### config.mk
export PLATFORM = sky130hd
export DESIGN_NAME = skew_mem
export DESIGN_NICKNAME = d
export VERILOG_FILES = /design/src/rtl/sa_pkg.sv /design/src/rtl/skew_delay_line.sv /design/src/rtl/skew_mem.sv
export SDC_FILE = /design/constraint.sdc
export NUM_CORES = 2
export LEC_CHECK = 0
export ABC_AREA = 1
export CAP_MARGIN = 20
export CELL_PAD_IN_SITES_DETAIL_PLACEMENT = 0
export CELL_PAD_IN_SITES_GLOBAL_PLACEMENT = 1
export CORE_UTILIZATION = 40
export CTS_CLUSTER_DIAMETER = 100
export DETAILED_ROUTE_END_ITERATION = 10
export HOLD_SLACK_MARGIN = 0.08
export PLACE_DENSITY = 0.73
export SLEW_MARGIN = 15
export SYNTH_ARGS = -nofsm -noshare
export SYNTH_HDL_FRONTEND = slang
export SYNTH_SLANG_ARGS = --single-unit
### constraint.sdc
create_clock -name clk -period 16.8 [get_ports clk]
set_input_delay 1.68 -clock clk [delete_from_list [all_inputs] [get_ports clk]]
set_output_delay 1.68 -clock clk [all_outputs]
set_load 0.01 [all_outputs]
### src/rtl/sa_pkg.sv
// Shared defaults and enums for the systolic-array operand skew buffer.
package sa_pkg;
  localparam int DEFAULT_BITS_AB = 8;
  localparam int DEFAULT_DIM     = 8;

  typedef enum logic {IDLE = 1'b0, RUN = 1'b1} state_t;
  typedef enum logic {BUF = 1'b0, STREAM = 1'b1} mode_t;
endpackage

### src/rtl/skew_delay_line.sv
// Enabled shift register of DEPTH stages; DEPTH = 0 degenerates to a wire.
module skew_delay_line #(
  parameter int BITS_AB = 8,
  parameter int DEPTH   = 1
) (
  input  logic               clk,
  input  logic               rst,
  input  logic               en,
  input  logic [BITS_AB-1:0] d,
  output logic [BITS_AB-1:0] q
);

  generate
    if (DEPTH == 0) begin : g_wire
      logic w_unused;
      assign w_unused = ^{clk, rst, en};
      assign q        = d;
    end else begin : g_reg
      logic [BITS_AB-1:0] r_stage [DEPTH];

      always_ff @(posedge clk) begin
        if (rst) begin
          for (int i = 0; i < DEPTH; i++) r_stage[i] <= '0;
        end else if (en) begin
          r_stage[0] <= d;
          for (int i = 1; i < DEPTH; i++) r_stage[i] <= r_stage[i-1];
        end
      end

      assign q = r_stage[DEPTH-1];
    end
  endgenerate

endmodule

### src/rtl/skew_mem.sv
// Row buffer / pass-through that presents DIM operand lanes to a systolic
// array with lane c skewed by c steps.
module skew_mem
  import sa_pkg::*;
#(
  parameter int BITS_AB = DEFAULT_BITS_AB,
  parameter int DIM     = DEFAULT_DIM,
  parameter int ROWBITS = $clog2(DIM)
) (
  input  logic                           clk,
  input  logic                           rst,
  input  logic                           mode,
  input  logic                           wr_en,
  input  logic [ROWBITS-1:0]             wr_row,
  input  logic [DIM-1:0][BITS_AB-1:0]    din,
  input  logic                           start,
  input  logic                           en,
  output logic [DIM-1:0][BITS_AB-1:0]    dout,
  output logic                           busy,
  output logic                           done,
  output logic                           wr_err
);

  localparam int            KW     = $clog2(2*DIM);
  localparam logic [KW-1:0] K_LAST = KW'(2*DIM-2);

  state_t                      r_state, w_state_next;
  mode_t                       r_mode;
  logic [KW-1:0]               r_k;
  logic                        r_done, r_wr_err;
  logic [DIM-1:0][BITS_AB-1:0] r_dout, w_step;
  logic                        w_accept, w_step_en, w_final;
  logic                        w_wr_idle, w_shift;

  always_comb begin
    w_state_next = r_state;
    w_accept     = 1'b0;
    w_step_en    = 1'b0;
    w_final      = 1'b0;
    case (r_state)
      IDLE: begin
        if (start) begin
          w_accept     = 1'b1;
          w_state_next = RUN;
        end
      end
      RUN: begin
        if (en) begin
          w_step_en = 1'b1;
          if (r_k == K_LAST) begin
            w_final      = 1'b1;
            w_state_next = IDLE;
          end
        end
      end
      default: w_state_next = IDLE;
    endcase
  end

  always_ff @(posedge clk) begin
    if (rst) r_state <= IDLE;
    else     r_state <= w_state_next;
  end

  assign w_wr_idle = wr_en && (r_state == IDLE);
  assign w_shift   = w_step_en && (r_mode == STREAM);

  always_ff @(posedge clk) begin
    if (rst) begin
      r_k      <= '0;
      r_mode   <= BUF;
      r_done   <= 1'b0;
      r_wr_err <= 1'b0;
      r_dout   <= '0;
    end else begin
      r_done <= w_final;
      if (wr_en && (r_state == RUN)) r_wr_err <= 1'b1;
      if (w_accept) begin
        r_k    <= '0;
        r_mode <= mode_t'(mode);
      end else if (w_step_en) begin
        r_k <= r_k + 1'b1;
      end
      // A stalled RUN holds dout; IDLE forces the lanes back to zero.
      if (w_step_en)              r_dout <= w_step;
      else if (r_state == IDLE)   r_dout <= '0;
    end
  end

  generate
    for (genvar gi = 0; gi < DIM; gi++) begin : g_lane
      logic [DIM-1:0][BITS_AB-1:0] r_row;
      logic [BITS_AB-1:0]          w_buf_val, w_dl_d, w_dl_q;

      always_ff @(posedge clk) begin
        if (rst)                                          r_row <= '0;
        else if (w_wr_idle && (wr_row == ROWBITS'(gi)))   r_row <= din;
      end

      // Lane gi emits element k-gi of its own row while that index is in range.
      always_comb begin
        w_buf_val = '0;
        for (int j = 0; j < DIM; j++) begin
          if (r_k == KW'(gi + j)) w_buf_val = r_row[j];
        end
      end

      assign w_dl_d = (r_k < KW'(DIM)) ? din[gi] : '0;

      skew_delay_line #(
        .BITS_AB (BITS_AB),
        .DEPTH   (gi)
      ) u_delay (
        .clk (clk),
        .rst (rst),
        .en  (w_shift),
        .d   (w_dl_d),
        .q   (w_dl_q)
      );

      assign w_step[gi] = (r_mode == STREAM) ? w_dl_q : w_buf_val;
    end
  endgenerate

  assign dout   = r_dout;
  assign busy   = (r_state == RUN);
  assign done   = r_done;
  assign wr_err = r_wr_err;

endmodule

# Word-level counts from Yosys, hierarchy flattened
# Memories as Yosys holds them, arrays and structs flattened.
# Index checks and enable logic that the tools add are counted.
# W data, S select, Z words.
[word_totals]
mem_count = 7
output_inout_bits = 67
mem_bits_rw = 224
register_bits = 584
elab_cells = 277
input_bits = 73
[op_classes]
muxes = 124
eq_ne = 22
bitwise_logic = 29
reduce_logical = 16
magnitude_cmp = 1
n_addsub = 1
[mem_list]
columns = ["memory", "depth", "word_bits", "rd", "rd_clocked_by_memory_dff", "wr", "line_no", "text"]
rows = [
  ["g_lane[7].u_delay.g_reg.r_stage", 7, 8, 7, 0, 7, "skew_delay_line.sv:19", "logic [BITS_AB-1:0] r_stage [DEPTH];"],
  ["g_lane[6].u_delay.g_reg.r_stage", 6, 8, 6, 0, 6, "skew_delay_line.sv:19", ""],
  ["g_lane[5].u_delay.g_reg.r_stage", 5, 8, 5, 0, 5, "skew_delay_line.sv:19", ""],
  ["g_lane[4].u_delay.g_reg.r_stage", 4, 8, 4, 0, 4, "skew_delay_line.sv:19", ""],
  ["g_lane[3].u_delay.g_reg.r_stage", 3, 8, 3, 0, 3, "skew_delay_line.sv:19", ""],
  ["g_lane[2].u_delay.g_reg.r_stage", 2, 8, 2, 0, 2, "skew_delay_line.sv:19", ""],
  ["1 more memories", "n/a", "n/a", "n/a", "n/a", "n/a", "n/a", ""],
]
[ops]
columns = ["cell", "n"]
rows = [
  ["$mux W8", 108],
  ["$mux W64", 2],
  ["$eq A4 B4 Y1 const B", 7],
  ["$or A1 B1 Y1", 27],
  ["$eq A4 B3 Y1 const B", 4],
  ["$mux W1", 13],
  ["$eq A3 B3 Y1 const B", 4],
  ["$logic_and A1 B1 Y1", 11],
  ["$eq A4 B2 Y1 const B", 2],
  ["$reduce_or A8 Y1", 1],
  ["$eq A3 B2 Y1 const B", 2],
  ["$add A4 B1 Y4 const B", 1],
  ["$eq A4 B1 Y1 const B", 1],
  ["$logic_not A4 Y1", 1],
  ["$lt A4 B4 Y1 const B", 1],
  ["$eq A3 B1 Y1 const B", 1],
  ["$logic_not A3 Y1", 1],
  ["$reduce_or A3 Y1", 1],
  ["$ne A2 B1 Y1 const B", 1],
  ["$not A1 Y1", 2],
  ["$pmux W1 S2", 1],
  ["$reduce_or A2 Y1", 1],
]

# Logic depth before layout (Yosys ltp)
[logic_depth]
word_depth = 11
ltp_mapped = 17

# Hierarchy
# Synthesis repeated with hierarchy kept, for this count alone.
[hier_totals]
hier_cells = 4531
hier_area_um2 = 35340.1
[modules_own_cells]
columns = ["module", "instances", "area_per_inst_um2", "cells_each"]
rows = [
  ["skew_mem", 1, 25837.3, 3777],
  ["skew_delay_line (g_lane[7].u_delay)", 1, 2408.6, 185],
  ["skew_delay_line (g_lane[6].u_delay)", 1, 1950.6, 160],
  ["skew_delay_line (g_lane[5].u_delay)", 1, 1662.8, 127],
  ["skew_delay_line (g_lane[4].u_delay)", 1, 1326.3, 102],
  ["skew_delay_line (g_lane[3].u_delay)", 1, 1054.8, 85],
  ["skew_delay_line (g_lane[2].u_delay)", 1, 723.2, 60],
  ["skew_delay_line (g_lane[1].u_delay)", 1, 316.6, 27],
  ["skew_delay_line (g_lane[0].u_delay)", 1, 60.1, 8],
]

# Worst setup path after synthesis
# Ideal clock, no wire load.
[synth_timing]
path_type = "in2reg"
startpoint = "input port rst"
endpoint = "memory g_lane[1].u_delay.g_reg.r_stage[0][0] (enable)"
required_time_ns = 15.049
path_slack_ns = 9.164
path_stages = 4
n_path_buf = 2
t_arrival_ns = 5.885
path_cell_list = "inv_1 clkbuf_1 buf_1 nand2_1"
[synth_via]
elab_chain_cells = 4
elab_cells_between_ends = 6
classes_between = "5 x mux; 1 x reduce/logical"
[synth_lines]
columns = ["element", "line_no", "text"]
rows = [
  ["start: declaration", "skew_mem.sv:11", "input logic rst,"],
  ["$mux W1", "skew_delay_line.sv:22", "if (rst) begin"],
  ["$mux W1 (implied by the code)", "skew_delay_line.sv:25", "r_stage[0] <= d;"],
  ["$reduce_or A8 Y1 (no line)", "n/a", ""],
  ["$mux W1 (no line) (*)", "n/a", ""],
  ["end: declaration", "skew_delay_line.sv:19", ""],
]
# Every way passes the cells marked *; elsewhere a longest branch is shown, timed or not.

==> results.sh <==
export IMPL_rsz0062_at_grt="false"
export IMPL_synthXorXnorAreaFrac_pct=0
export IMPL_cts_buffers=89
export IMPL_area_delta_synth_final_pct=14.30
export IMPL_synthesis_nets=4408
export IMPL_drive_gt1_share_pct=5.543
export IMPL_grt_max_degree=172
export IMPL_synth_top_family_by_area="simple AND/OR/NAND/NOR gates"
export IMPL_avgSynthCellArea_um2=7.808
export IMPL_stdcell_count=5500
export IMPL_max_freq_ghz=0.2019
export IMPL_ys_types=34
export IMPL_core_mm2=0.08369
export IMPL_syn_cell_area_mm2=0.03381
export IMPL_min_period_ns=4.953
export IMPL_dr_pass1_iters=5
export IMPL_skew_ns=0.02744
export IMPL_yosys_top_cells_area="dfxtp_1 (35%), edfxtp_1 (20%), nand2_1 (10%)"
export IMPL_async_flop_share_pct=0
export IMPL_h_tree_depth=3
export IMPL_synth_edff_count=224
export IMPL_synth_top_cell_area_share_pct=34.57
export IMPL_num_fill_cells=8335
export IMPL_cp_slowest_stage_delay_ns=0.83
export IMPL_max_slew_margin_pct=24.26
export IMPL_crit_arrival_ns=5.23
export IMPL_hold_slack_ns=0.4639
export IMPL_worstHoldStart="dout[4]"
export IMPL_port_buffers=139
export IMPL_yosys_area_top_type="dfxtp_1"
export IMPL_yosysWarnings=0
export IMPL_die_area_mm2=0.08571
export IMPL_synth_flop_cell="dfxtp_1"
export IMPL_drcViolationCount=0
export IMPL_ys_seq_area_share_pct=54.47
export IMPL_finalCritPeriodShare_pct=29.48
export IMPL_dieWidth_um=292.8
export IMPL_drt_wl_total_um=117800
export IMPL_hold_buffers=0
export IMPL_rr_startpoint="r_k[3]"
export IMPL_finalSetupTns_ns=0
export IMPL_ant_nets=0
export IMPL_ir_worst_vdd_v=0.00008590
export IMPL_grt_pass1_vias=26260
export IMPL_outcome="finished clean"
export IMPL_n_antenna_cell=0
export IMPL_finalHoldViolCount=0
export IMPL_viasPerCell=5.185
export IMPL_synth_cells=4331
export IMPL_clock_tree_root_cell="clkbuf_16"
export IMPL_ys_seq_elements=808
export IMPL_post_cts_buffers=0
export IMPL_die_h_um=292.8
export IMPL_placementRows=106
export IMPL_clk_pin_slew_ns=0.06
export IMPL_combPwrFrac_pct=6.0
export IMPL_synth_most_common_cell="nand2_1"
export IMPL_start_util_pct=40.41
export IMPL_routed_via_count=28520
export IMPL_crit_chain="clkdlybuf4s50_1 > nand2_1 > buf_4 > nor2_2 > inv_1 > nand2_4 > buf_12"
export IMPL_critPathTopFamily="simple AND/OR/NAND/NOR gates"
export IMPL_cts_resized=0
export IMPL_holdCritPathClass="flip-flop to flip-flop"
export IMPL_swShare_pct=24.60
export IMPL_pwr_share_clk_pct=45.5
export IMPL_synth_compound_gate_area_share_pct=16.21
export IMPL_dpl_hpwl_um=67820
export IMPL_internal_power_mw=3.256
export IMPL_slew_violations=0
export IMPL_clock_latency_ns=0.66
export IMPL_critical_path_buf_inv_count=4
export IMPL_antenna_found_initial=3
export IMPL_drv_cap=0
export IMPL_grt_pass1_wl_um=173300
export IMPL_fin_nets=4367
export IMPL_crit_path_max_fanout=149
export IMPL_yosys_area_share_simple_pct=21.13
export IMPL_worstPathRequired_ns=17.08
export IMPL_power_leakage_nw=16.30
export IMPL_cp_end_kind="flip-flop"
export IMPL_cts_tree="done"
export IMPL_tightest_slew_ns=1.129
export IMPL_cellPowerDensity_mw_per_mm2=111.7
export IMPL_dp_cells=5332
export IMPL_synthTopCellsByCount="nand2_1 (923), dfxtp_1 (584), nor2_1 (575)"
export IMPL_clock_sinks=808
export IMPL_setup_viol=0
export IMPL_critPathLaunch="en"
export IMPL_critPathKind="primary input to flip-flop"
export IMPL_synth_mux_area_share_pct=0
export IMPL_wl_per_cell_um=21.42
export IMPL_cts_buffer_depth=3
export IMPL_p_seq_share_pct=48.5
export IMPL_grt_use_total_pct=27.20
export IMPL_yosys_area_share_adder_pct=0.1480
export IMPL_gp_congestion=0.8207
export IMPL_grt_ovfl_total=0
export IMPL_io_pins=140
export IMPL_cp_slowest_cell="nor2_2"
export IMPL_start_kind="primary input"
export IMPL_drtIter0Drc=2530
export IMPL_p_sw_mw=1.062
## per-stage QoR
| stage | area, µm² | power, mW | util, % | worst slack, ns |
|---|---|---|---|---|
| after floorplan | 33810 | 2.270 | - | 9.164 |
| after global routing | 38650 | 4.447 | 46.18 | 11.70 |
| after global placement | 35700 | 2.389 | 42.65 | 11.26 |
| after detailed placement | 35700 | 2.392 | 42.65 | 11.25 |
| final | 38650 | 4.318 | 46.18 | 11.85 |
| after CTS | 38620 | 4.345 | 46.15 | 11.92 |
## power groups by stage
stage                     Sequential, mW  Combinational (mW)  Clock [mW]
final                               2.09               0.261        1.97
after global routing                2.10               0.280        2.07
after CTS                           2.09               0.260        1.99
after detailed placement            2.13               0.259           0
after global placement              2.13               0.256           0
after floorplan                     2.14               0.135           0
## sequential cells by signal, summed over array words and instances, names as in the netlist
| name | cells |
|---|---|
| busy | 1 |
| done | 1 |
| dout | 64 |
| g_lane.r_row | 512 |
| g_lane.u_delay.g_reg.r_stage | 224 |
| r_k | 4 |
| r_mode | 1 |
| wr_err | 1 |
## cell usage in the layout, fill, tap and decap left out, drive strengths merged
master / instances
a211oi: 1
a21oi: 548
dfxtp: 584
a22oi: 16
clkbuf: 133
nand4: 41
clkinv: 85
buf: 41
nand2: 925
edfxtp: 224
clkdlybuf4s50: 138
ha: 4
bufinv: 3
nor2: 586
inv: 312
or2: 39
nand3: 154
nor3: 2
nand3b: 7
nor3b: 1
o21ai: 522
## worst reg2reg max path, delay by kind of cell (launching register included)
family,cells,cell delay (ns)
buffers and inverters,3,1.54
flip-flops,1,0.79
AO/OA/AOI/OAI,1,0.08
AND/OR/NAND/NOR,11,1.87
## area by class of cell
type	count	area, µm²	share of cell area [%]
multi-input cells	2846	12770	33.04
clock buffers	133	2604	6.737
well taps	1134	1419	3.671
flip-flops and latches	808	18420	47.65
inverters	366	1396	3.613
clock inverters	34	324.1	0.8384
repair buffers	179	1722	4.454
## path summary, 6_finish.rpt
| kind | end | depth (start not counted) | slack, ns |
|---|---|---|---|
| worst min-delay path | dout[4] | 2 | 0.46 |
| worst min register to register | dout[4] | 2 | 0.46 |
| worst max-delay path | g_lane[2].u_delay.g_reg.r_stage[0][8] | 7 | 11.85 |
| worst max register to register | dout[62] | 15 | 12.40 |
## metal layers
layer	vias up	GRT usage (%)	share of wire (%)	routed length, µm
li1	13970	-	-	-
met1	13420	36.64	44	51440
met2	929	44.61	47	55150
met3	197	3.232	5.8	6855
met4	0	10.42	3.7	4348
met5	-	0	0	0
## logic make-up after synthesis
family | Yosys count
fa+ha+maj | 4
buf+inv | 677
flops | 808
simple gates | 1755
compound gates | 1087
Power figures use the tool's default switching activity.
